## src/rtl/writeback_stage_ld_if.sv

```systemverilog
// Memory-to-writeback bundle: M-stage request, load response and W-stage results.
// slave = writeback stage, master = the surrounding pipeline/bench.
interface writeback_stage_ld_if #(
  parameter int XLEN       = 32,
  parameter int REG_ADDR_W = 5
);
  logic                  valid_m;
  logic                  ready_w;
  logic                  RegWriteM;
  logic [REG_ADDR_W-1:0] RdM;
  logic [1:0]            ResultSrcM;
  logic [2:0]            funct3M;
  logic [XLEN-1:0]       ALU_ResultM;
  logic [XLEN-1:0]       PCPlus4M;
  logic [XLEN-1:0]       ImmExtM;
  logic                  mem_rvalid;
  logic [XLEN-1:0]       mem_rdata;
  logic                  RegWriteW;
  logic [REG_ADDR_W-1:0] RdW;
  logic [XLEN-1:0]       ResultW;
  logic [63:0]           retire_count;

  modport slave (
    input  valid_m, RegWriteM, RdM, ResultSrcM, funct3M, ALU_ResultM,
           PCPlus4M, ImmExtM, mem_rvalid, mem_rdata,
    output ready_w, RegWriteW, RdW, ResultW, retire_count
  );

  modport master (
    output valid_m, RegWriteM, RdM, ResultSrcM, funct3M, ALU_ResultM,
           PCPlus4M, ImmExtM, mem_rvalid, mem_rdata,
    input  ready_w, RegWriteW, RdW, ResultW, retire_count
  );
endinterface

```

## src/rtl/writeback_stage_ld.sv

```systemverilog
// Registered writeback stage with multi-cycle load completion and load extraction.
// Optional retired-instruction counter enabled by macro WB_RETIRE_COUNT_EN.
//
// state     | meaning
// IDLE      | accepting M-stage transfers, non-loads retire next edge
// WAIT_LOAD | load latched, stalled until mem_rvalid delivers the data
module writeback_stage_ld #(
  parameter int XLEN       = 32,
  parameter int REG_ADDR_W = 5
) (
  input logic                clock,
  input logic                reset,
  writeback_stage_ld_if.slave wb
);

  localparam logic [0:0] IDLE      = 1'b0;
  localparam logic [0:0] WAIT_LOAD = 1'b1;

  logic [0:0]            state_q,    state_d;
  logic                  regwrite_q, regwrite_d;
  logic [REG_ADDR_W-1:0] rd_q,       rd_d;
  logic [XLEN-1:0]       result_q,   result_d;
  logic [REG_ADDR_W-1:0] pend_rd_q,  pend_rd_d;
  logic                  pend_we_q,  pend_we_d;
  logic [2:0]            pend_f3_q,  pend_f3_d;
  logic [2:0]            pend_off_q, pend_off_d;

  logic                  accept;
  logic                  produce;
  logic [XLEN-1:0]       src_sel;
  logic [2:0]            off_eff;
  logic [XLEN-1:0]       sh_b, sh_h, sh_w;
  logic [XLEN-1:0]       load_ext;

  assign wb.ready_w = (state_q == IDLE);
  assign accept     = wb.valid_m && wb.ready_w;

  always_comb begin
    src_sel = wb.ALU_ResultM;
    case (wb.ResultSrcM)
      2'b10:   src_sel = wb.PCPlus4M;
      2'b11:   src_sel = wb.ImmExtM;
      default: src_sel = wb.ALU_ResultM;
    endcase
  end

  // On RV32 the doubleword offset bit has no meaning, so lanes wrap within 32 bits.
  assign off_eff = (XLEN == 64) ? pend_off_q : {1'b0, pend_off_q[1:0]};
  assign sh_b    = wb.mem_rdata >> {off_eff, 3'b000};
  assign sh_h    = wb.mem_rdata >> {off_eff[2:1], 4'b0000};
  assign sh_w    = (XLEN == 64) ? (wb.mem_rdata >> {off_eff[2], 5'b00000}) : wb.mem_rdata;

  always_comb begin
    load_ext = '0;
    case (pend_f3_q)
      3'b000:  load_ext = XLEN'($signed(sh_b[7:0]));
      3'b100:  load_ext = XLEN'(sh_b[7:0]);
      3'b001:  load_ext = XLEN'($signed(sh_h[15:0]));
      3'b101:  load_ext = XLEN'(sh_h[15:0]);
      3'b010:  load_ext = XLEN'($signed(sh_w[31:0]));
      3'b110:  load_ext = (XLEN == 64) ? XLEN'(sh_w[31:0]) : '0;
      3'b011:  load_ext = (XLEN == 64) ? wb.mem_rdata : '0;
      default: load_ext = '0;
    endcase
  end

  always_comb begin
    state_d    = state_q;
    regwrite_d = 1'b0;
    rd_d       = rd_q;
    result_d   = result_q;
    pend_rd_d  = pend_rd_q;
    pend_we_d  = pend_we_q;
    pend_f3_d  = pend_f3_q;
    pend_off_d = pend_off_q;
    produce    = 1'b0;
    case (state_q)
      IDLE: begin
        if (accept) begin
          if (wb.ResultSrcM == 2'b01) begin
            pend_rd_d  = wb.RdM;
            pend_we_d  = wb.RegWriteM;
            pend_f3_d  = wb.funct3M;
            pend_off_d = wb.ALU_ResultM[2:0];
            state_d    = WAIT_LOAD;
          end else begin
            result_d   = src_sel;
            rd_d       = wb.RdM;
            regwrite_d = wb.RegWriteM && (wb.RdM != '0);
            produce    = 1'b1;
          end
        end
      end
      WAIT_LOAD: begin
        if (wb.mem_rvalid) begin
          result_d   = load_ext;
          rd_d       = pend_rd_q;
          regwrite_d = pend_we_q && (pend_rd_q != '0);
          produce    = 1'b1;
          state_d    = IDLE;
        end
      end
      default: state_d = IDLE;
    endcase
  end

  always_ff @(posedge clock or negedge reset) begin
    if (!reset) begin
      state_q    <= IDLE;
      regwrite_q <= 1'b0;
      rd_q       <= '0;
      result_q   <= '0;
      pend_rd_q  <= '0;
      pend_we_q  <= 1'b0;
      pend_f3_q  <= '0;
      pend_off_q <= '0;
    end else begin
      state_q    <= state_d;
      regwrite_q <= regwrite_d;
      rd_q       <= rd_d;
      result_q   <= result_d;
      pend_rd_q  <= pend_rd_d;
      pend_we_q  <= pend_we_d;
      pend_f3_q  <= pend_f3_d;
      pend_off_q <= pend_off_d;
    end
  end

  assign wb.RegWriteW = regwrite_q;
  assign wb.RdW       = rd_q;
  assign wb.ResultW   = result_q;

`ifdef WB_RETIRE_COUNT_EN
  logic [63:0] retire_q, retire_d;

  assign retire_d = produce ? retire_q + 64'd1 : retire_q;

  always_ff @(posedge clock or negedge reset) begin
    if (!reset) retire_q <= '0;
    else        retire_q <= retire_d;
  end

  assign wb.retire_count = retire_q;
`else
  logic unused_produce;
  assign unused_produce  = produce;
  assign wb.retire_count = '0;
`endif

endmodule

```

## src/flat_wrapper.sv

```systemverilog
// flat-port wrapper written by rule: the top's interface ports become plain ports
module writeback_stage_ld_flat 
#(
  parameter int XLEN       = 32,
  parameter int REG_ADDR_W = 5
)
  (clock, reset, wb_valid_m, wb_RegWriteM, wb_RdM, wb_ResultSrcM, wb_funct3M, wb_ALU_ResultM, wb_PCPlus4M, wb_ImmExtM, wb_mem_rvalid, wb_mem_rdata, wb_ready_w, wb_RegWriteW, wb_RdW, wb_ResultW, wb_retire_count);
  writeback_stage_ld_if #(.XLEN(XLEN), .REG_ADDR_W(REG_ADDR_W)) wb_i ();
  input logic clock;
  input logic reset;
  input wire logic [$bits(wb_i.valid_m)-1:0] wb_valid_m;
  input wire logic [$bits(wb_i.RegWriteM)-1:0] wb_RegWriteM;
  input wire logic [$bits(wb_i.RdM)-1:0] wb_RdM;
  input wire logic [$bits(wb_i.ResultSrcM)-1:0] wb_ResultSrcM;
  input wire logic [$bits(wb_i.funct3M)-1:0] wb_funct3M;
  input wire logic [$bits(wb_i.ALU_ResultM)-1:0] wb_ALU_ResultM;
  input wire logic [$bits(wb_i.PCPlus4M)-1:0] wb_PCPlus4M;
  input wire logic [$bits(wb_i.ImmExtM)-1:0] wb_ImmExtM;
  input wire logic [$bits(wb_i.mem_rvalid)-1:0] wb_mem_rvalid;
  input wire logic [$bits(wb_i.mem_rdata)-1:0] wb_mem_rdata;
  output wire logic [$bits(wb_i.ready_w)-1:0] wb_ready_w;
  output wire logic [$bits(wb_i.RegWriteW)-1:0] wb_RegWriteW;
  output wire logic [$bits(wb_i.RdW)-1:0] wb_RdW;
  output wire logic [$bits(wb_i.ResultW)-1:0] wb_ResultW;
  output wire logic [$bits(wb_i.retire_count)-1:0] wb_retire_count;
  assign wb_i.valid_m = wb_valid_m;
  assign wb_i.RegWriteM = wb_RegWriteM;
  assign wb_i.RdM = wb_RdM;
  assign wb_i.ResultSrcM = wb_ResultSrcM;
  assign wb_i.funct3M = wb_funct3M;
  assign wb_i.ALU_ResultM = wb_ALU_ResultM;
  assign wb_i.PCPlus4M = wb_PCPlus4M;
  assign wb_i.ImmExtM = wb_ImmExtM;
  assign wb_i.mem_rvalid = wb_mem_rvalid;
  assign wb_i.mem_rdata = wb_mem_rdata;
  assign wb_ready_w = wb_i.ready_w;
  assign wb_RegWriteW = wb_i.RegWriteW;
  assign wb_RdW = wb_i.RdW;
  assign wb_ResultW = wb_i.ResultW;
  assign wb_retire_count = wb_i.retire_count;
  writeback_stage_ld #(.XLEN(XLEN), .REG_ADDR_W(REG_ADDR_W)) u_core (.clock(clock), .reset(reset), .wb(wb_i));
endmodule
```

## config.mk

```make
export PLATFORM = sky130hd
export DESIGN_NAME = writeback_stage_ld_flat
export DESIGN_NICKNAME = d
export VERILOG_FILES = /design/src/rtl/writeback_stage_ld_if.sv /design/src/rtl/writeback_stage_ld.sv /design/src/flat_wrapper.sv
export SDC_FILE = /design/constraint.sdc
export NUM_CORES = 1
export LEC_CHECK = 0
export BUFFER_PORTS_ARGS = -buffer_cell sky130_fd_sc_hd__buf_2
export CAP_MARGIN = 0
export CORE_MARGIN = 2
export CORE_UTILIZATION = 40
export DETAILED_ROUTE_END_ITERATION = 6
export HOLD_SLACK_MARGIN = 0.08
export PLACE_DENSITY = 0.78
export SYNTH_ARGS = -nofsm -noshare
export SYNTH_HDL_FRONTEND = slang
export SYNTH_SLANG_ARGS = --single-unit
```

## constraint.sdc

```tcl
create_clock -name clock -period 1.6 [get_ports clock]
set_input_delay 0.4 -clock clock [delete_from_list [all_inputs] [get_ports clock]]
set_output_delay 0.4 -clock clock [all_outputs]
set_load 0.05 [all_outputs]
```

==> flow_summary_export.csv <==
group,metric,value,unit
routing,drt_pass1_iterations,4,
clock_tree,cts_root_buffer,"clkbuf_8",
clock_tree,cts_tree,"done",
flow_run,max_cap_viol_count,0,
outcome,status,"complete, but fails checks",
critical_path,start_kind,"flop",
floorplanning,core_area,9774,sq um
floorplanning,fp.dieH,104.5,um
yosys,ys_ff_latch,50,
yosys,syn_area_per_cell,9.415,sq um
placement,preCtsSetupSlack,-0.1280,ns
power_and_ir_drop,p_leak,2.591,nW
yosys,ys_types,47,
routing,drc,0,
layout,num_antenna_cells,0,
sta,timing.final.ws_setup,-0.04931,ns
critical_path,end_kind,"flop",
critical_path,cp_max_fo,8,
floorplanning,ios,246,
sta,max_freq,606.3,MHz
grt,track_usage,0.2306,
floorplanning,start_util,0.4132,
yosys,syn_inst,429,
sta,hold_viol,0,
layout,finalCoreUtilization,0.5397,
sta,finalSetupViolCount,8,
grt,grt_first_pass_wirelength,20130,um
power_and_ir_drop,ir_worst_vdd,0.0004173,V
grt,grt_pass1_vias,3952,
clock_tree,clkSinkCount,50,
grt,antenna_found_initial,0,
layout,most-common-layout-cells,"181 x buf_2, 64 x conb_1, 49 x nor2_1",
hold_path,min_path_type,"input pin to flop",
sta,skew,0.007375,ns
yosys,synth_edf_count,0,
clock_tree,cts.path.max_buffers,2,
sta,drv_slew,0,
yosys,ys_warn_count,0,
critical_path,cp.required,1.79,ns
routing,wl_per_cell,17.60,um
clock_tree,htreeDepth,2,
routing,drtIter0Drc,250,
routing,drtAntennaViolNets,0,
critical_path,critPathArrivalTime,1.84,ns
yosys,netlist_area,4039,sq um
placement,io_buffers,181,
layout,syn_to_final_growth,30.61,%
clock_tree,worst_skew_pair.late_latency,0.31,ns
routing,vias,3955,
placement,hpwl,10250,um
grt,grt-ovfl-total,0,
routing,detail_route.vias_per_cell,5.204,
grt,grt_max_degree,51,
layout,drive_above_1_share,0.4609,
layout,final_nets,769,
sta,rsz0062_at_grt,"true",
power_and_ir_drop,p_per_area,1151,nW/um^2
routing,wl,13380,um
yosys,ys_seq_area_frac,0.3098,
floorplanning,rows,36,
clock_tree,cts_made_buffers,5,
layout,mostFrequentLayoutCell,"buf_2",
placement,gp_congestion,0.7961,
sta,fin_crit_sh,1.031,
critical_path,path_class,"flop to flop",
yosys,async_reset_ff_frac,1.000,
yosys,synth_flop_cell,"dfrtp_1",
floorplanning,fp.dieW,104.5,um
sta,period_minus_slack,1.649,ns
sta,timing.hold.ws,0.3111,ns
outcome,violations,"setup timing",
floorplanning,die_area,10920,sq um
clock_tree,clkSlewWorstSetupHoldPaths,0.10,ns
-- final timing paths --
| check | to | from | cells past startpoint | slack [ns] |
|---|---|---|---|---|
| worst max-delay path | u_core.wb.ResultW[9]$_DFFE_PN0P_ | u_core.pend_off_q[1]$_DFFE_PN0P_ | 4 | -0.05 |
| max in group asynchronous | u_core.pend_off_q[1]$_DFFE_PN0P_ | reset | 3 | 0.73 |
| worst min register to register | u_core.wb.RdW[2]$_DFFE_PN0P_ | u_core.wb.RdW[2]$_DFFE_PN0P_ | 2 | 0.49 |
| worst max register to register | u_core.wb.ResultW[9]$_DFFE_PN0P_ | u_core.pend_off_q[1]$_DFFE_PN0P_ | 4 | -0.05 |
| worst min-delay path | u_core.pend_f3_q[1]$_DFFE_PN0P_ | wb_funct3M[1] | 3 | 0.31 |
| min in group asynchronous | u_core.wb.RdW[1]$_DFFE_PN0P_ | reset | 3 | 0.61 |
-- kinds of logic (layout without fill, tap and decap cells) --
| group | Yosys count | after routing | share of synthesized area |
|---|---|---|---|
| buf+inv | 100 | 233 | 0.1846 |
| mux | 60 | 60 | 0.1580 |
| flops | 50 | 50 | 0.3098 |
| simple gates | 90 | 90 | 0.1100 |
| compound gates | 128 | 130 | 0.2367 |
| other cells | 1 | 64 | 0.0009285 |
-- per-layer routing --
layer,global-route usage,wire [um],vias up
met4,0.06467,193,0
met3,0.04637,903,19
li1,-,-,1847
met1,0.2715,5393,1872
met2,0.4216,6885,217
met5,0,0,-
-- stage by stage --
stage | TNS, ns | total power [W] | std cells | cell area, sq um
after floorplan | -0.2134 | 0.004215 | 492 | 4289
after global placement | -0.7727 | 0.004890 | 741 | 4970
after detailed placement | -1.538 | 0.004973 | 741 | 4970
after CTS | -0.2804 | 0.006013 | 753 | 5176
after global routing | -0.7668 | 0.006368 | 760 | 5275
final | -0.2316 | 0.006070 | 760 | 5275
-- power breakdown --
| part | total [W] | switching, W | internal, W |
|---|---|---|---|
| logic | 0.00336 | 0.00225 | 0.00111 |
| registers | 0.00178 | 0.000215 | 0.00157 |
| clock network | 0.000930 | 0.000464 | 0.000466 |
| total | 0.00607 | 0.00293 | 0.00314 |
-- registers in the layout, indices dropped and copies added (netlist names) --
signal,count
u_core.wb.ResultW,32
u_core.pend_rd_q,5
u_core.wb.RdW,5
u_core.pend_f3_q,3
u_core.pend_off_q,2
u_core.pend_we_q,1
u_core.state_q,1
u_core.wb.RegWriteW,1
-- worst max-delay path: stages (launching register included) --
cell	delay [ns]
dfrtp_2	0.44
mux4_2	0.57
nand3b_4	0.17
a21oi_1	0.08
a221o_1	0.27
-- layout make-up --
class | instances | area (sq um)
clock inverters | 3 | 45.04
flip-flops and latches | 50 | 1255
multi-input cells | 344 | 2355
fillers | 919 | 4499
inverters | 3 | 15.01
well taps | 133 | 166.4
repair buffers | 222 | 1370
clock buffers | 5 | 68.82
-- timing repair --
item	4_1_cts	5_1_grt
gates resized for setup	12	12
hold buffers	1	0
setup buffers	2	4
hold endpoints to repair	27	0
pin swaps	4	27
endpoints found under the setup margin	30	29
cloned	1	3
-- cells in the mapped netlist (2+ instances only) --
master,count,area (sq um)
a21oi_2,3,26.28
a221o_1,8,80.08
dfrtp_1,50,1251
clkbuf_1,5,18.77
or4_1,2,15.01
nand2_1,9,33.78
a21oi_1,37,185.2
buf_2,10,50.05
nor3_1,16,80.08
a211oi_2,10,125.1
mux2_2,19,214.0
inv_1,3,11.26
buf_6,10,112.6
buf_4,69,518.0
a222oi_1,7,70.07
a21o_1,2,15.01
and3_1,2,12.51
nor2_1,51,191.4
o21ai_0,9,45.04
clkbuf_8,2,27.53
a211oi_1,22,165.2
a22oi_1,16,120.1
o21ai_1,5,25.02
mux2i_1,39,390.4
No activity file was read; power rests on OpenSTA's default activity.
